--- config.mk ---
export PLATFORM = sky130hd
export DESIGN_NAME = instr_fetch_decode
export DESIGN_NICKNAME = d
export VERILOG_FILES = /design/src/rtl/instr_fetch_decode_pkg.sv /design/src/rtl/instr_decoder.sv /design/src/rtl/instr_fetch_decode.sv
export SDC_FILE = /design/constraint.sdc
export NUM_CORES = 1
export LEC_CHECK = 0
export BUFFER_PORTS_ARGS = -buffer_cell sky130_fd_sc_hd__buf_2
export CAP_MARGIN = 20
export CORE_MARGIN = 1.5
export CORE_UTILIZATION = 54
export CTS_BUF_LIST = sky130_fd_sc_hd__clkbuf_8
export CTS_CLUSTER_DIAMETER = 40
export DETAILED_ROUTE_END_ITERATION = 8
export PLACE_DENSITY = 0.82
export REMOVE_ABC_BUFFERS = 1
export SLEW_MARGIN = 20
export SYNTH_ARGS = -nofsm -noshare
export SYNTH_HDL_FRONTEND = slang
export SYNTH_SLANG_ARGS = --single-unit
--- constraint.sdc ---
create_clock -name clk -period 2.7 [get_ports clk]
set_input_delay 0.135 -clock clk [delete_from_list [all_inputs] [get_ports clk]]
set_output_delay 0.135 -clock clk [all_outputs]
set_load 0.01 [all_outputs]
--- src/rtl/instr_fetch_decode_pkg.sv ---
`default_nettype none
// ============================================================================
// Module  : instr_fetch_decode_pkg
// Brief   : Opcodes, FSM encoding and instruction field positions shared by
//           the fetch/decode block and its decoder.
// Revision: 1.0
// ============================================================================
package instr_fetch_decode_pkg;

    localparam logic [1:0] OP_ADD = 2'b00;
    localparam logic [1:0] OP_LW  = 2'b01;
    localparam logic [1:0] OP_SW  = 2'b10;
    localparam logic [1:0] OP_J   = 2'b11;

    localparam int OP_HI  = 7;
    localparam int OP_LO  = 6;
    localparam int RS_HI  = 5;
    localparam int RS_LO  = 4;
    localparam int RT_HI  = 3;
    localparam int RT_LO  = 2;
    localparam int RD_HI  = 1;
    localparam int RD_LO  = 0;
    localparam int IMM_HI = 1;
    localparam int IMM_LO = 0;

    typedef enum logic [1:0] {
        ST_FIRST  = 2'd0,
        ST_RUN    = 2'd1,
        ST_HALTED = 2'd2
    } state_t;

endpackage
`default_nettype wire

--- src/rtl/instr_decoder.sv ---
`default_nettype none
// ============================================================================
// Module  : instr_decoder
// Brief   : Combinational field split, immediate sign-extension and control
//           strobe generation for one instruction byte.
// Revision: 1.0
// ============================================================================
module instr_decoder
    import instr_fetch_decode_pkg::*;
(
    input  logic [7:0] i_instruction,
    output logic [1:0] o_op,
    output logic [1:0] o_rs,
    output logic [1:0] o_rt,
    output logic [1:0] o_rd,
    output logic [7:0] o_imm_ext,
    output logic       o_reg_write,
    output logic       o_mem_read,
    output logic       o_mem_write,
    output logic       o_mem_to_reg,
    output logic       o_alu_src,
    output logic       o_is_jump
);

    assign o_op      = i_instruction[OP_HI:OP_LO];
    assign o_rs      = i_instruction[RS_HI:RS_LO];
    assign o_rt      = i_instruction[RT_HI:RT_LO];
    assign o_rd      = i_instruction[RD_HI:RD_LO];
    assign o_imm_ext = {{6{i_instruction[IMM_HI]}}, i_instruction[IMM_HI:IMM_LO]};

    always_comb begin
        o_reg_write  = 1'b0;
        o_mem_read   = 1'b0;
        o_mem_write  = 1'b0;
        o_mem_to_reg = 1'b0;
        o_alu_src    = 1'b0;
        o_is_jump    = 1'b0;
        case (o_op)
            OP_ADD: o_reg_write = 1'b1;
            OP_LW: begin
                o_reg_write  = 1'b1;
                o_mem_read   = 1'b1;
                o_mem_to_reg = 1'b1;
                o_alu_src    = 1'b1;
            end
            OP_SW: begin
                o_mem_write = 1'b1;
                o_alu_src   = 1'b1;
            end
            default: o_is_jump = 1'b1;
        endcase
    end

endmodule
`default_nettype wire

--- src/rtl/instr_fetch_decode.sv ---
`default_nettype none
// ============================================================================
// Module  : instr_fetch_decode
// Brief   : PC, FIRST/RUN/HALTED control and the decode pipeline register
//           stage in front of a combinational instruction memory.
// Revision: 1.0
// ============================================================================
module instr_fetch_decode
    import instr_fetch_decode_pkg::*;
#(
    parameter logic [7:0] RESET_PC          = 8'h00,
    parameter bit         HALT_ON_SELF_JUMP = 1'b1
) (
    input  logic       clk,
    input  logic       reset,
    input  logic       stall,
    input  logic [7:0] instruction,
    output logic [7:0] read_address,
    output logic [7:0] dec_pc,
    output logic [1:0] op,
    output logic [1:0] rs,
    output logic [1:0] rt,
    output logic [1:0] rd,
    output logic [7:0] imm_ext,
    output logic       reg_write,
    output logic       mem_read,
    output logic       mem_write,
    output logic       mem_to_reg,
    output logic       alu_src,
    output logic       is_jump,
    output logic       dec_valid,
    output logic       halted
);

    state_t     r_state;
    state_t     w_state_next;
    logic [7:0] r_pc;
    logic [7:0] w_pc_next;
    logic       w_fetch;
    logic       w_self_jump;

    logic [1:0] w_op, w_rs, w_rt, w_rd;
    logic [7:0] w_imm;
    logic       w_reg_write, w_mem_read, w_mem_write, w_mem_to_reg, w_alu_src, w_is_jump;

    instr_decoder u_decoder (
        .i_instruction (instruction),
        .o_op          (w_op),
        .o_rs          (w_rs),
        .o_rt          (w_rt),
        .o_rd          (w_rd),
        .o_imm_ext     (w_imm),
        .o_reg_write   (w_reg_write),
        .o_mem_read    (w_mem_read),
        .o_mem_write   (w_mem_write),
        .o_mem_to_reg  (w_mem_to_reg),
        .o_alu_src     (w_alu_src),
        .o_is_jump     (w_is_jump)
    );

    // imm of -1 makes the jump target equal to the jump's own address
    assign w_self_jump = (w_op == OP_J) && (instruction[IMM_HI:IMM_LO] == 2'b11);

    always_comb begin
        w_state_next = r_state;
        w_fetch      = 1'b0;
        w_pc_next    = r_pc;
        case (r_state)
            ST_FIRST: begin
                if (!stall) begin
                    w_fetch      = 1'b1;
                    w_state_next = ST_RUN;
                end
            end
            ST_RUN: begin
                if (!stall) begin
                    w_fetch = 1'b1;
                    if (HALT_ON_SELF_JUMP && w_self_jump)
                        w_state_next = ST_HALTED;
                end
            end
            ST_HALTED: w_state_next = ST_HALTED;
            default:   w_state_next = ST_FIRST;
        endcase
        if (w_fetch)
            w_pc_next = (w_op == OP_J) ? (r_pc + 8'd1 + w_imm) : (r_pc + 8'd1);
    end

    always_ff @(posedge clk) begin
        if (reset)
            r_state <= ST_FIRST;
        else
            r_state <= w_state_next;
    end

    always_ff @(posedge clk) begin
        if (reset) begin
            r_pc       <= RESET_PC;
            dec_valid  <= 1'b0;
            dec_pc     <= 8'h00;
            op         <= 2'b00;
            rs         <= 2'b00;
            rt         <= 2'b00;
            rd         <= 2'b00;
            imm_ext    <= 8'h00;
            reg_write  <= 1'b0;
            mem_read   <= 1'b0;
            mem_write  <= 1'b0;
            mem_to_reg <= 1'b0;
            alu_src    <= 1'b0;
            is_jump    <= 1'b0;
        end else begin
            r_pc      <= w_pc_next;
            dec_valid <= w_fetch;
            if (w_fetch) begin
                dec_pc     <= r_pc;
                op         <= w_op;
                rs         <= w_rs;
                rt         <= w_rt;
                rd         <= w_rd;
                imm_ext    <= w_imm;
                reg_write  <= w_reg_write;
                mem_read   <= w_mem_read;
                mem_write  <= w_mem_write;
                mem_to_reg <= w_mem_to_reg;
                alu_src    <= w_alu_src;
                is_jump    <= w_is_jump;
            end
        end
    end

    assign read_address = r_pc;
    assign halted       = (r_state == ST_HALTED);

endmodule
`default_nettype wire
# [Yosys cells after proc, flatten, opt, wreduce, memory -nomap -nowiden]
# Index checks and enable logic that the tools add are counted.
[totals] reg_bits=34 input_bits=11 output_inout_bits=40 wordCells=45
[classes] n_addsub=2 n_eq_ne=9 mux=12 n_reduce_logical=8
[op_table] operator="$add A8 B1 Y8 const B" n=1
[op_table] operator="$add A8 B8 Y8" n=1
[op_table] operator="$eq A2 B2 Y1 const B" n=4
[op_table] operator="$mux W8" n=1
[op_table] operator="$mux W1" n=7
[op_table] operator="$mux W2" n=3
[op_table] operator="$ne A2 B2 Y1 const B" n=3
[op_table] operator="$pmux W2 S3" n=1
[op_table] operator="$reduce_or A2 Y1" n=3
[op_table] operator="$eq A2 B1 Y1 const B" n=2
[op_table] operator="$logic_not A2 Y1" n=2
[op_table] operator="$reduce_and A3 Y1" n=1
[op_table] operator="$reduce_or A3 Y1" n=1
[op_table] operator="$logic_and A1 B1 Y1" n=1

# [Logic depth before layout (Yosys ltp)]
# Gate-level depths: netlist (run 1).
[logic_depth] depth_word=5 depth_mapped=10 mapped_depth_nobuf=10

# [Modules after synthesis]
# A second synthesis (run 1) with hierarchy kept.
[unflattened] hier_cells=281 hier_area_um2=2207.1
[by_module_without_submodules] module="instr_fetch_decode" instances=1 cells_each=257 area_each_um2=2015.7 seq_area_each_um2=820.8
[by_module_without_submodules] module="instr_decoder" instances=1 cells_each=24 area_each_um2=191.4 seq_area_each_um2=0.0

# [Least setup slack after synthesis (run 1)]
# OpenSTA, ideal clock, no wires.
[synth_timing] path_kind="reg-to-reg" startpoint="reg r_pc[0], in the netlist read_address[0]" endpoint="reg r_pc[7], in the netlist read_address[7]" setup_ns=0.133 arrival_ns=2.254 required_ns=2.567 slack_ns=0.313 stages_incl_launch_ff=11 n_path_buf=0 path_cell_list="dfxtp_1 -> ha_1 -> and3_1 -> nand3_2 -> xnor2_1 -> ha_1 -> a21o_1 -> o221ai_1 -> nand2_1 -> nor4b_1 -> a311oi_2"
[synth_between] elab_chain_len=3
[synth_lines] item="start: declaration" line="instr_fetch_decode.sv:37" text="logic [7:0] r_pc;"
[synth_lines] item="start signal: assignment" line="instr_fetch_decode.sv:113" text="r_pc <= w_pc_next;"
[synth_lines] item="$add A8 B1 Y8 *" line="instr_fetch_decode.sv:86" text="w_pc_next = (w_op == OP_J) ? (r_pc + 8'd1 + w_imm) : (r_pc + 8'd1);"
[synth_lines] item="$add A8 B8 Y8" line="instr_fetch_decode.sv:86"
[synth_lines] item="$mux W8 *" line="instr_fetch_decode.sv:86"
# Mark *: on every way between the ends. The rest lies on a longest branch, timed or not.
# A chain may end at the register's enable or synchronous reset.

# [Worst setup path after layout (run 1)]
[layout_timing] startpoint="reg r_pc[1], in the netlist read_address[1]" endpoint="reg r_pc[7], in the netlist read_address[7]"
# The elaborated chain is that of the path after synthesis.

==> results_dict.tcl, run 1 <==
set metrics [dict create \
    outcome "finished, final reports clean" \
    netlist_area_um2 1890 \
    pwr-share-clk_pct 23.0 \
    timing.setup.tns_ps 0 \
    fin_skew_ps 5.88 \
    wirelength_um 3860 \
    min_period_over_period_pct 90.8 \
    fmax_ghz 0.408 \
    n_antenna_cell 0 \
    antenna_found_initial 0 \
    p_switching_mw 0.779 \
    yosys_register_bits 32 \
    dpl.cell_count 314 \
    synth_cells 233 \
    path_clk_slew_ps 70 \
    io_buffers 50 \
    via_count 1697 \
    postCtsSetupBuffers 0 \
    via_per_inst 5.27 \
    fin_hold_ws_ps 76.6 \
    cp-end-kind "flop" \
    peakVddDrop_mv 0.532 \
    dpl_worst_slack_ps 185 \
    leakagePower_nw 1.07 \
    powerDensity_nw_per_um2 888 \
    num_io_pins 51 \
    hpwl_um 2760 \
    area_delta_synth_final_pct 18.8 \
    worst_slew_pin_slew_ps 584 \
    grt_pass1_wl_um 5900 \
    layout_min_cycle_time_ps 2450 \
    core_um2 3340 \
    slew_headroom_pct 61.1 \
    rows 21 \
    dieArea_um2 3860 \
    ys_seq_area_share_pct 34.0 \
    start_util_pct 56.5 \
    seq_area_um2 641 \
    grt_max_degree 33 \
    insertion_delay_ps 290 \
    drtPass1Iterations 4 \
    ys.flop_type "dfxtp_1" \
    finalHoldViolCount 0 \
    nets 304 \
    setup_violations 0 \
    hold_start "instruction[4]" \
    grt_pass1_vias 1350 \
    drt_iter0_drc 93 \
    reg2regPathDepth 10 \
    multi_input_area_um2 1100 \
    hold_buffers 0 \
    cts_tree "yes" \
    grt_overflow 0 \
    seq_power_share_pct 32.7 \
    drive_gt1_share_pct 27.2 \
    crit_path_max_fanout 7 \
    drc 0 \
    arrival_ps 2620 \
    fillerInstances 301 \
    wl_per_cell_um 12.0 \
    yosysWarningCount 0 \
    ant_nets 0 \
    slew_violations 0 \
    r2r_end "read_address[7]" \
    place.gp.congestion 0.798 \
    dieHeight_um 62.1 \
    clk_path_buf_depth 2 \
    reg2reg_from "read_address[1]" \
    r2r_slack_ps 250 \
    root_buffer "clkbuf_8" \
    hold_path_depth 3 \
    combPwrFrac_pct 44.4 \
    hp-class "primary input to flop" \
    synth_edf_count 0 \
    timing.final.ws_setup_ps 249 \
    sw_frac_of_total_pct 39.2 \
    clock-sinks 32 \
    holdPathEnd "rs[0]" \
    final_cell_count_no_fill 322 \
    grt.total_usage_pct 21.2 \
    cts_buffers 5 \
    start_kind "flop" \
    synth_cell_types 37 \
    rsz0062_at_grt "false" \
    async_reset_ff_share_pct 0 \
    intPower_mw 1.21 \
    die_x_um 62.1 \
    cts-htree-levels 2 \
    path_class "flop to flop" \
    syn_avg_cell_area_um2 8.09 \
    max-cap-violations 0 \
    cp_data_required_time_ps 2870 \
]
critical path, cell delays in order (launching register included):
cell and delay (ps):
dfxtp_1 430, ha_1 260, and3_1 230, nand3_2 120, xnor2_1 150, ha_1 360, a21o_1 210, o221ai_1 180
nand2_1 90, nor4b_2 240, a311oi_2 50
through the flow:
stage	util, %	instance area, um2	power [mW]
after floorplan	-	1770	1.26
after global placement	63.6	2120	1.52
after detailed placement	63.6	2120	1.55
after CTS	66.9	2230	2.00
after global routing	67.1	2240	2.15
final	67.1	2240	1.99
repair_timing:
item,4_1_cts,5_1_grt
endpoints found under the setup margin,0,1
hold endpoints to repair,0,0
gates resized for setup,0,1
metal layers:
| metal | vias up | routed length (um) | track usage [%] |
|---|---|---|---|
| li1 | 879 | - | - |
| met2 | 46 | 1790 | 32.6 |
| met5 | - | 0 | 0 |
| met4 | 0 | 68 | 10.9 |
| met1 | 764 | 1790 | 27.2 |
| met3 | 8 | 214 | 5.80 |
worst max path at each step:
stage | slack, ps | endpoint | cells after the start | from
after floorplan | 270 | read_address[7] | 10 | read_address[0]
after global placement | 320 | read_address[7] | 10 | read_address[1]
after detailed placement | 190 | read_address[7] | 10 | read_address[1]
after CTS | 190 | read_address[7] | 10 | read_address[1]
after global routing | 40 | read_address[7] | 8 | read_address[1]
final | 250 | read_address[7] | 10 | read_address[1]
placed cells by master, fill, tap and decap left out, types with 2 or more instances in the layout:
cell type | netlist | final
clkbuf_8 | 0 | 5
dfxtp_1 | 32 | 32
nor2_1 | 18 | 17
mux2i_1 | 5 | 5
a211oi_2 | 2 | 2
xnor2_1 | 5 | 5
buf_4 | 9 | 5
and3_1 | 2 | 2
a21o_1 | 5 | 5
nand4_1 | 3 | 3
buf_2 | 5 | 50
inv_1 | 10 | 10
nand2_1 | 46 | 46
a21oi_1 | 31 | 31
xor2_1 | 4 | 4
o21bai_1 | 2 | 2
o21ai_0 | 3 | 3
ha_1 | 17 | 17
nor3_1 | 5 | 5
nand3_1 | 5 | 5
a22oi_1 | 2 | 2
a211oi_1 | 2 | 2
synth_stat cells (all sizes together) (6+ instances only):
library cell,n,area [um2]
nand3,6,35.0
dfxtp,32,641
inv,10,37.5
nand2,46,173
buf,15,96.3
nor2,18,67.6
a21oi,32,164
ha,17,213
power groups by stage:
stage,Sequential [mW],Combinational (mW),Clock [mW]
2_1_floorplan,0.709,0.548,0
3_3_place_gp,0.657,0.863,0
3_5_place_dp,0.661,0.884,0
4_1_cts,0.650,0.888,0.464
5_1_grt,0.666,1.00,0.485
6_report,0.650,0.883,0.457
logic make-up after synthesis:
family | Yosys count | share of synthesized area (%)
buf+inv | 30 | 8.10
fa+ha+maj | 18 | 12.3
simple gates | 83 | 18.8
compound gates | 56 | 20.0
xor+xnor | 9 | 4.18
mux | 5 | 2.65
flops | 32 | 34.0
cell type report:
| cell class | instances | area share (%) |
|---|---|---|
| clock buffers | 5 | 3.07 |
| clock inverters | 3 | 1.90 |
| inverters | 10 | 1.68 |
| multi-input cells | 171 | 49.3 |
| flip-flops and latches | 32 | 28.6 |
| well taps | 46 | 2.57 |
| repair buffers | 55 | 12.8 |
Note: power is estimated with default switching activity, not from simulation.
==> run 2: changes to the inputs <==
- BUFFER_PORTS_ARGS: -buffer_cell sky130_fd_sc_hd__buf_2 -> default
- CORE_UTILIZATION: 54 -> 58
- DONT_BUFFER_PORTS: default -> 1
- PLACE_DENSITY: 0.82 -> 0.74
==> run 2 against run 1 <==
Non-clock buffer count down 40. Clock skew up 0.65 ps. Count of clock-buffer cells in the layout unchanged. Register-to-register slack worse by 50 ps. Sequential power up 9.2%. Combinational power down 11%. Final area down 7.6%. Sequential share of layout area up 2.4 points. Largest cell class unchanged.
==> results_dict.tcl, run 2 (synthesis results as in run 1) <==
set metrics [dict create \
    outcome "finished, final reports clean" \
    start_util_pct 61.3 \
    leakagePower_nw 0.865 \
    mostFrequentLayoutCells "46 x nand2_1, 32 x dfxtp_1, 31 x a21oi_1" \
    rows 20 \
    max_stage_delay_ps 370 \
    via_per_inst 5.79 \
    powerDensity_nw_per_um2 938 \
    r2r_slack_ps 200 \
    r2r_end "read_address[7]" \
    slew_headroom_pct 47.0 \
    cts_tree "yes" \
    cp-end-kind "flop" \
    rsz0062_at_grt "false" \
    dpl.cell_count 263 \
    startpoint "read_address[0]" \
    arrival_ps 2660 \
    wirelength_um 4450 \
    area_delta_synth_final_pct 9.75 \
    final_common_cell "nand2_1" \
    min_period_over_period_pct 92.5 \
    cp-endpoint "read_address[7]" \
    grt.total_usage_pct 26.2 \
    cp_data_required_time_ps 2860 \
    slew_violations 0 \
    peakVddDrop_mv 0.549 \
    grt_pass1_vias 1567 \
    fmax_ghz 0.400 \
    hold_path_depth 2 \
    dieHeight_um 60.0 \
    drtPass1Iterations 4 \
    drt_iter0_drc 99 \
    via_count 1621 \
    hpwl_um 2970 \
    max-cap-violations 0 \
    timing.setup.tns_ps 0 \
    grt_max_degree 32 \
    die_x_um 60.0 \
    crit_top_cell "ha_1" \
    drc 0 \
    timing.final.ws_setup_ps 201 \
    setup_violations 0 \
    crit_path_max_fanout 7 \
    fin_skew_ps 6.54 \
    reg2regPathDepth 10 \
    hp-class "primary input to flop" \
    cts-htree-levels 2 \
    io_buffers 0 \
    nets 264 \
    clock-sinks 32 \
    reg2reg_from "read_address[0]" \
    finalHoldViolCount 0 \
    crit_cells 10 \
    num_io_pins 51 \
    crit_family "simple AND/OR/NAND/NOR gates" \
    cts_buffers 5 \
    root_buffer "clkbuf_8" \
    antenna_found_initial 0 \
    dpl_worst_slack_ps 247 \
    insertion_delay_ps 290 \
    layout_min_cycle_time_ps 2500 \
    worst_slew_pin_slew_ps 794 \
    path_class "flop to flop" \
    dieArea_um2 3600 \
    ant_nets 0 \
    crit_path_top_delay_cell "ha_1" \
    clk_path_buf_depth 2 \
    grt_overflow 0 \
    drive_gt1_share_pct 10.6 \
    path_clk_slew_ps 70 \
    wl_per_cell_um 15.9 \
    core_um2 3080 \
    critPathBufInv 0 \
    start_kind "flop" \
    grt_pass1_wl_um 6870 \
    n_antenna_cell 0 \
    place.gp.congestion 0.786 \
    final_cell_count_no_fill 280 \
    worstPathCellList "ha_1, and3_1, nand3_2, xnor2_1, ha_1, a21o_1, o221ai_1, nand2_1, nor4b_1, a311oi_2" \
    postCtsSetupBuffers 0 \
]
-- run 2: cell types whose count changed in the layout (fill, tap and decap cells not counted), sizes merged --
cell,previous run,this run
dlygate4sd3,0,8
inv,10,11
clkinvlp,1,0
buf,55,7
-- run 2: metal layers --
layer / vias up / GRT usage (%) / wire (um)
met5: - / 0 / 0
met4: 0 / 8.57 / 59
met3: 9 / 8.44 / 321
met2: 70 / 46.3 / 2250
met1: 752 / 29.5 / 1810
li1: 790 / - / -
-- run 2: area by class of cell --
| cell class | count | area, um2 |
|---|---|---|
| multi-input cells | 171 | 1100 |
| fillers | 258 | 1010 |
| flip-flops and latches | 32 | 641 |
| repair buffers | 15 | 130 |
| clock buffers | 5 | 68.8 |
| well taps | 44 | 55.1 |
| clock inverters | 3 | 38.8 |
| inverters | 10 | 37.5 |
-- run 2: how the worst min path moves through the flow --
stage / start / slack [ps] / end
final: instruction[1] / 40 / read_address[7]
after global placement: reset / 200 / read_address[6]
after CTS: instruction[1] / 30 / read_address[7]
after detailed placement: reset / 210 / read_address[5]
after floorplan: reset / 200 / read_address[5]
after global routing: instruction[1] / 40 / read_address[7]
-- run 2: through the flow --
step | hold slack, ps | utilization [%] | power, mW | instance area (um2)
floorplan | 200 | - | 1.26 | 1770
finish | 41.0 | 67.2 | 1.94 | 2070
global route | 42.2 | 67.2 | 2.08 | 2070
global placement | 204 | 61.0 | 1.42 | 1880
CTS | 32.6 | 67.4 | 1.94 | 2070
detailed placement | 205 | 61.0 | 1.48 | 1880
-- run 2: what timing repair did --
action                                 in CTS  in global routing
gates resized for setup                     0                  0
endpoints found under the hold margin      31                  0
hold buffers                                9                  0
-- run 2: report_power, final --
group          internal, mW  leakage (nW)  switching (mW)
combinational         0.318         0.543           0.471
clock                 0.270        0.0593           0.173
sequential            0.571         0.262           0.139
==> run 3: changes to the inputs <==
- ABC_AREA: default -> 1
- TNS_END_PERCENT: default -> 20
==> run 3 against run 2 <==
Count of clock-buffer cells in the layout unchanged. Global-route usage decreased by 4.1 points. Sequential power increased by 11%. First-iteration DRC count decreased by 22%. Final area decreased by 6.5%. Critical endpoint unchanged. Non-clock buffer count decreased by 8. Combinational power decreased by 13%. Fmax increased by 7.6%.
==> results_dict.tcl, run 3 <==
set metrics [dict create \
    timing.setup.tns_ps 0 \
    synth_cell_types 30 \
    grt_max_degree 39 \
    via_per_inst 5.24 \
    num_io_pins 51 \
    path_class "flop to flop" \
    cts_tree "yes" \
    netlist_area_um2 1860 \
    core_um2 3050 \
    grt_pass1_vias 1361 \
    start_kind "flop" \
    rsz0062_at_grt "false" \
    yosysWarningCount 0 \
    place.gp.congestion 0.935 \
    wl_per_cell_um 12.9 \
    multi_input_area_um2 981 \
    async_reset_ff_share_pct 0 \
    fin_skew_ps 7.30 \
    peakVddDrop_mv 0.501 \
    clock-sinks 32 \
    cp_data_required_time_ps 2880 \
    reg2regPathDepth 17 \
    setup_violations 0 \
    hpwl_um 2580 \
    via_count 1555 \
    route.met2.wl_um 1740 \
    grt_pass1_wl_um 5980 \
    drc 0 \
    yosys.area.top_type "dfxtp_1" \
    grt_overflow 0 \
    synth_edf_count 0 \
    drive_gt1_share_pct 6.72 \
    intPower_mw 1.03 \
    hold_path_depth 2 \
    synthTopCellsByArea "dfxtp_1 34%, ha_1 11%, nor2_1 8.5%" \
    mostFrequentLayoutCells "41 x nor2_1, 37 x nand2_1, 31 x inv_1, 31 x dfxtp_1, 28 x o21ai_0" \
    syn_avg_cell_area_um2 7.22 \
    path_clk_slew_ps 70 \
    die_x_um 59.7 \
    rows 20 \
    crit_path_max_fanout 5 \
    synth_commonest_cells "42 x nor2_1, 37 x nand2_1, 32 x dfxtp_1, 30 x inv_1, 28 x o21ai_0" \
    yosys_register_bits 32 \
    p_switching_mw 0.782 \
    yosysTopAreaCellShare_pct 34.4 \
    cts-htree-levels 2 \
    fmax_ghz 0.431 \
    io_buffers 0 \
    start_util_pct 61.0 \
    fillerInstances 278 \
    n_antenna_cell 0 \
    hp-class "primary input to flop" \
    drtPass1Iterations 4 \
    ys_seq_area_share_pct 34.4 \
    combPwrFrac_pct 38.0 \
    insertion_delay_ps 280 \
    antenna_found_initial 0 \
    slew_headroom_pct 53.2 \
    sw_frac_of_total_pct 43.2 \
    clk_path_buf_depth 2 \
    cts_buffers 5 \
    postCtsSetupBuffers 0 \
    drt_iter0_drc 77 \
    max-cap-violations 0 \
    cp-end-kind "flop" \
    layout_min_cycle_time_ps 2320 \
    leakagePower_nw 0.938 \
    ant_nets 0 \
    seq_power_share_pct 43.3 \
    seq_area_um2 642 \
    wirelength_um 3830 \
    slew_violations 0 \
    dieArea_um2 3560 \
    ys.flop_type "dfxtp_1" \
    final_common_cell "nor2_1" \
    fin_util_pct 63.4 \
    finalHoldViolCount 0 \
    outcome "finished, final reports clean" \
    root_buffer "clkbuf_8" \
    min_period_over_period_pct 86.0 \
    area_delta_synth_final_pct 3.90 \
    powerDensity_nw_per_um2 936 \
    synth_cells 258 \
    wl_met3_um 289 \
    pwr-share-clk_pct 18.6 \
    highest_layer "met4" \
    dieHeight_um 59.7 \
    yosysMostFrequentCell "nor2_1" \
    nets 282 \
    grt.total_usage_pct 22.1 \
    worst_slew_pin_slew_ps 701 \
    wl_met1_um 1760 \
    arrival_ps 2500 \
]
==> run 3: logic make-up after synthesis <==
group / count (synthesis) / synth area share [%]
AOI/OAI and AO/OA: 56 / 16.4
adders and majority gates: 18 / 12.5
xor gates and xnor gates: 4 / 1.88
and+or+nand+nor: 98 / 21.8
DFF: 32 / 34.4
buffers and inverters: 50 / 13.0
==> run 3: through the flow <==
step                      total power [mW]  cell area (um2)  hold WS, ps  cells  setup slack (ps)
after CTS                             1.81             1910         5.35    295               300
after global routing                  1.96             1930         8.02    297              79.2
after detailed placement              1.47             1820          199    286               312
after global placement                1.45             1820          199    286               376
final                                 1.81             1930         1.83    297               379
after floorplan                       1.30             1740          197    239              72.6
==> run 3: repair_timing <==
item | CTS | global route
hold buffers | 2 | 2
hold endpoints to repair | 8 | 2
endpoints found under the setup margin | 0 | 1
gates resized for setup | 0 | 1
==> run 3: worst max-delay path, stage by stage, from the launching register on <==
cell and delay [ps]:
dfxtp_2 400, ha_1 200, nand2_1 80, nor2_1 140
nand2_1 70, xor2_1 210, inv_1 70, ha_1 320
nand2_1 90, inv_1 40, a21oi_1 170, nand2_1 70
nand2_1 70, nand3_1 60, nand2_1 70, nand3_1 60
nand2_1 70, inv_1 40
==> run 3: layer usage <==
metal,GRT usage (%),vias to the layer above
met5,0,-
met4,6.67,0
met3,7.79,5
met2,32.1,42
met1,30.8,693
li1,-,815
==> run 3: area by class of cell <==
cell class | instances | area share [%]
inverter | 31 | 6.02
timing repair buffer | 7 | 3.23
multi-input combinational | 176 | 50.7
tap | 44 | 2.85
clock inverter | 2 | 0.453
clock buffer | 5 | 3.56
sequential | 32 | 33.2
==> run 3: final timing paths <==
check,startpoint,endpoint,slack (ps)
setup reg to reg,read_address[0],read_address[7],380
hold reg to reg,r_state[0],r_state[0],520
setup / recovery,read_address[0],read_address[7],380
hold / removal,instruction[4],rs[0],2
==> run 3: power by group through the flow <==
stage | clock [mW] | sequential [mW] | combinational, mW
6_report | 0.337 | 0.785 | 0.689
3_3_place_gp | 0 | 0.792 | 0.661
4_1_cts | 0.338 | 0.784 | 0.685
5_1_grt | 0.367 | 0.805 | 0.790
2_1_floorplan | 0 | 0.794 | 0.502
3_5_place_dp | 0 | 0.791 | 0.677
